===== src/rtl/cnu_min_sched_pkg.sv =====
// Shared constants for the serial check-node min-finder: message width,
// index width and the two supported check-node degrees.
package cnu_min_sched_pkg;

  localparam int QUAN_SIZE = 4;
  localparam int IDX_W_DEF = 3;
  localparam int CN_DEGREE = 8;
  localparam int DEG_LO    = 6;
  localparam int DEG_HI    = 8;

  function automatic int unsigned deg_of(input logic deg8);
    return deg8 ? DEG_HI : DEG_LO;
  endfunction

endpackage


===== src/rtl/cnu_min_update.sv =====
// One compare/update step of the two-minimum tracker. Strict compares keep
// the earliest index on ties while still letting an equal value become m2.
module cnu_min_update #(
  parameter int QW = 4,
  parameter int IW = 3
) (
  input  logic [QW-1:0] m1,
  input  logic [QW-1:0] m2,
  input  logic [IW-1:0] idx,
  input  logic [QW-1:0] x,
  input  logic [IW-1:0] k,
  output logic [QW-1:0] m1_nx,
  output logic [QW-1:0] m2_nx,
  output logic [IW-1:0] idx_nx
);

  always_comb begin
    // NOTE: defaults first so every path assigns every output; no latch.
    m1_nx  = m1;
    m2_nx  = m2;
    idx_nx = idx;
    if (x < m1) begin
      m2_nx  = m1;
      m1_nx  = x;
      idx_nx = k;
    end else if (x < m2) begin
      m2_nx = x;
    end
  end

endmodule


===== src/rtl/cnu_min_sched.sv =====
// Serial check-node unit: accumulates a 6- or 8-message pattern one beat per
// handshake and presents the two smallest magnitudes plus the index of the smallest.
module cnu_min_sched
  import cnu_min_sched_pkg::*;
#(
  parameter int QUAN_SIZE = cnu_min_sched_pkg::QUAN_SIZE,
  parameter int IDX_W     = IDX_W_DEF
) (
  input  logic                 sys_clk,
  input  logic                 rstn,
  input  logic                 deg_sel,
  input  logic                 in_valid,
  output logic                 in_ready,
  input  logic [QUAN_SIZE-1:0] in_msg,
  output logic                 out_valid,
  input  logic                 out_ready,
  output logic [QUAN_SIZE-1:0] m1,
  output logic [QUAN_SIZE-1:0] m2,
  output logic [IDX_W-1:0]     min_index,
  output logic                 busy
);

  localparam int CW = IDX_W + 1;

  typedef enum logic [1:0] {
    IDLE  = 2'd0,
    ACCUM = 2'd1,
    DONE  = 2'd2
  } state_t;

  state_t                 state;
  logic                   deg8_q;
  logic [CW-1:0]          cnt;
  logic [CW-1:0]          d_cnt;
  logic                   accept;
  logic [QUAN_SIZE-1:0]   u_m1, u_m2, m1_nx, m2_nx;
  logic [IDX_W-1:0]       u_idx, u_k, idx_nx;

  assign in_ready = (state != DONE);
  assign busy     = (state != IDLE);
  assign accept   = in_valid && in_ready;
  assign d_cnt    = CW'(deg_of(deg8_q));

  // The first beat is folded in by seeding the tracker with all-ones.
  assign u_m1  = (state == IDLE) ? '1 : m1;
  assign u_m2  = (state == IDLE) ? '1 : m2;
  assign u_idx = (state == IDLE) ? '0 : min_index;
  assign u_k   = (state == IDLE) ? '0 : cnt[IDX_W-1:0];

  cnu_min_update #(.QW(QUAN_SIZE), .IW(IDX_W)) u_update (
    .m1     (u_m1),
    .m2     (u_m2),
    .idx    (u_idx),
    .x      (in_msg),
    .k      (u_k),
    .m1_nx  (m1_nx),
    .m2_nx  (m2_nx),
    .idx_nx (idx_nx)
  );

  // NOTE: sequential state uses <= only, so every flop samples pre-edge values.
  always_ff @(posedge sys_clk or negedge rstn) begin
    if (!rstn) begin
      state     <= IDLE;
      deg8_q    <= 1'b0;
      cnt       <= '0;
      m1        <= '0;
      m2        <= '0;
      min_index <= '0;
      out_valid <= 1'b0;
    end else begin
      case (state)
        IDLE: if (accept) begin
          deg8_q    <= deg_sel;
          m1        <= m1_nx;
          m2        <= m2_nx;
          min_index <= idx_nx;
          cnt       <= CW'(1);
          state     <= ACCUM;
        end
        ACCUM: if (accept) begin
          m1        <= m1_nx;
          m2        <= m2_nx;
          min_index <= idx_nx;
          cnt       <= cnt + CW'(1);
          if (cnt + CW'(1) == d_cnt) begin
            state     <= DONE;
            out_valid <= 1'b1;
          end
        end
        DONE: if (out_ready) begin
          state     <= IDLE;
          out_valid <= 1'b0;
        end
        default: state <= IDLE;
      endcase
    end
  end

endmodule


===== config.mk =====
export PLATFORM = sky130hd
export DESIGN_NAME = cnu_min_sched
export DESIGN_NICKNAME = d
export VERILOG_FILES = /design/src/rtl/cnu_min_sched_pkg.sv /design/src/rtl/cnu_min_update.sv /design/src/rtl/cnu_min_sched.sv
export SDC_FILE = /design/constraint.sdc
export NUM_CORES = 1
export LEC_CHECK = 0
export BUFFER_PORTS_ARGS = -buffer_cell sky130_fd_sc_hd__buf_4
export CAP_MARGIN = 0
export CORE_MARGIN = 3
export CORE_UTILIZATION = 55
export CTS_CLUSTER_SIZE = 30
export DETAILED_ROUTE_END_ITERATION = 6
export PLACE_DENSITY = 0.79
export SKIP_LAST_GASP = 1
export SYNTH_ARGS = -nofsm -noshare
export SYNTH_HDL_FRONTEND = slang
export SYNTH_HIERARCHICAL = 1
export SYNTH_SLANG_ARGS = --single-unit

===== constraint.sdc =====
create_clock -name sys_clk -period 3.6 [get_ports sys_clk]
set_input_delay 0.72 -clock sys_clk [delete_from_list [all_inputs] [get_ports sys_clk]]
set_output_delay 0.72 -clock sys_clk [all_outputs]
set_load 0.05 [all_outputs]

==> impl_metrics.csv <==
group,metric,value,unit
outcome,status,"completed",
sta,slew-limit-headroom,0.408,
sta,timing.final.crit_share,0.875,
routing,wl,2640,um
grt,grt_pass1_wl,4560,um
floorplanning,dieArea,2930,um^2
critical_path,critical_path_buf_inv_count,1,
clock_tree,cts_setup_buffers,0,
cells_and_area,final_util,0.719,
sta,fmax,318,MHz
sta,maxSlewViolCount,0,
synth,ys.flop_type,"dfrtp_1",
synth,synth.cell_area,1270,um^2
clock_tree,postCtsHoldBufs,0,
floorplanning,start_util,0.612,
place,dp.cells,195,
clock_tree,cts_tree,"yes",
sta,fin_tns_setup,0,ps
synth,avgSynthCellArea,8.61,um^2
synth,yosys_warnings,6,
floorplanning,die_h,54.1,um
clock_tree,cts_buffer_depth,2,
sta,finalHoldWorstSlack,259,ps
cells_and_area,post_route_cells_drive_above_1_share,0.267,
grt,grt_pass1_vias,1088,
critical_path,slowest_stage,"nor2_1",
floorplanning,fp.dieW,54.1,um
grt,track_usage,0.212,
clock_tree,clkLatencyLatePin,310,ps
clock_tree,post_cts_resized,0,
critical_path,path_max_fanout,16,
sta,tightest_slew,885,ps
critical_path,arrival,3340,ps
grt,overflow,0,
synth,async_flop_share,1.00,
synth,synth_top_area_frac,0.373,
worst_hold_path,min_path_type,"in -> async",
critical_path,crit_path_max_incr_delay,710,ps
floorplanning,core,2080,um^2
routing,drt_first_iter_violations,20,
sta,clock-skew-final,14.1,ps
critical_path,crit_type,"reg -> reg",
clock_tree,cts_made_buffers,3,
place,hpwl,1980,um
critical_path,crit_required,3800,ps
sta,min_period,3150,ps
critical_path,crit_family,"simple AND/OR/NAND/NOR gates",
synth,synth_nets,164,
routing,post_drt_via_cell_ratio,5.34,
synth,synth_edf_count,0,
clock_tree,clkTransAtPathRegs,120,ps
sta,setup_viol,0,
place,numPortBuffers,22,
synth,synth.largest_area_cell,"dfrtp_1",
synth,synth_area_leaders,"dfrtp_1 37%, nand2_1 12%, mux2_2 7.9%",
routing,drt_pre_antenna_iters,4,
synth,ys_seq_elements,19,
floorplanning,rows,16,
grt,grt_max_degree,20,
synth,yosysSeqAreaShare,0.373,
clock_tree,cts_max_level,1,
floorplanning,io-pin-count,23,
critical_path,cp-end-kind,"register",
run,maxCapViolations,0,
routing,drcViolationCount,0,
cells_and_area,diodes,0,
cells_and_area,final_nets,189,
routing,avgRoutedWirePerCell,13.3,um
sta,hold_viol,0,
synth,synth_cell_type_count,27,
synth,syn_inst,148,
critical_path,path_cells,"nor2_1 > or2_2 > inv_1 > ha_1 > o211ai_1 > o21ai_0 > mux2_2 > mux2_2 > nand2_1 > nand2_1",
critical_path,start_kind,"register",
routing,ant_nets,0,
routing,vias,1062,
clock_tree,cts_root_buf,"clkbuf_4",
clock_tree,cts_sinks,19,
grt,antenna_found_initial,0,
synth,synth.most_common_cell,"nand2_1",
sta,rsz0062_at_grt,"no",
cells_and_area,synthToLayoutAreaGrowth,17.4,%
cells_and_area,stdcell_count,199,
place,place.gp.congestion,0.804,
synth,ys_top_cells_by_count,"41 x nand2_1, 19 x dfrtp_1, 9 x inv_1, 9 x mux2_2, 9 x nor2b_1",
cells in the final DEF, fill, tap and decap left out:
cell type	count
a2111oi_4	1
a21oi_1	5
and2b_1	1
buf_4	23
clkbuf_4	3
clkinv_2	1
dfrtp_1	19
ha_1	7
inv_1	9
mux2_2	9
mux2i_1	6
nand2_1	41
nand2b_1	2
nand3_1	4
nor2_1	6
nor2b_1	9
nor3_1	2
nor3_4	1
nor3b_1	1
nor4b_1	1
nor4bb_1	1
o211ai_1	1
o21a_1	2
o21ai_0	5
o21ai_1	1
o22ai_1	1
or2_2	8
xnor2_1	2
through the flow:
| stage | setup WS (ps) | instance area (um^2) |
|---|---|---|
| CTS | 515 | 1500 |
| finish | 452 | 1500 |
| detailed placement | 559 | 1470 |
| floorplan | 945 | 1270 |
| global route | 290 | 1500 |
| global placement | 666 | 1470 |
logic make-up (layout without fill, tap and decap cells):
family	count (synthesis)	count (layout)	synth area share
xor+xnor	2	2	0.0137
fa+ha+maj	7	7	0.0687
compound gates	16	16	0.0873
mux	15	15	0.127
buf+inv	12	36	0.0363
flops	19	19	0.373
simple gates	77	77	0.294
cell type report:
type / count / area [um^2]
multi-input combinational: 117 / 753
fill: 174 / 586
sequential: 19 / 475
timing repair buffer: 23 / 173
inverter: 9 / 33.8
tap: 27 / 33.8
clock buffer: 3 / 22.5
clock inverter: 1 / 5.00
sequential cells by signal, indices dropped and copies added, names as in the netlist:
signal	cells
deg8_q	1
cnt	4
min_index	3
out_valid	1
state	2
m1	4
m2	4
worst paths after layout:
check,slack [ps],cells after the start,startpoint,end
setup / recovery,450,10,state[0],m2[0]
hold / removal,260,1,rstn,deg8_q
setup reg to reg,450,10,state[0],m2[0]
hold reg to reg,510,2,min_index[1],min_index[1]
max in group asynchronous,3120,1,rstn,m1[3]
min in group sys_clk,510,2,min_index[1],min_index[1]
layer usage:
metal,share of wire,routed length (um),GRT usage,up-vias
met5,0,0,0,-
met4,0,0,0.0705,0
met3,0.041,109,0.0332,0
met2,0.49,1290,0.371,19
met1,0.47,1240,0.262,503
li1,-,-,-,540
Power is not shown: default switching activity piles up to over one toggle a cycle in this logic, so the estimate is an artifact.
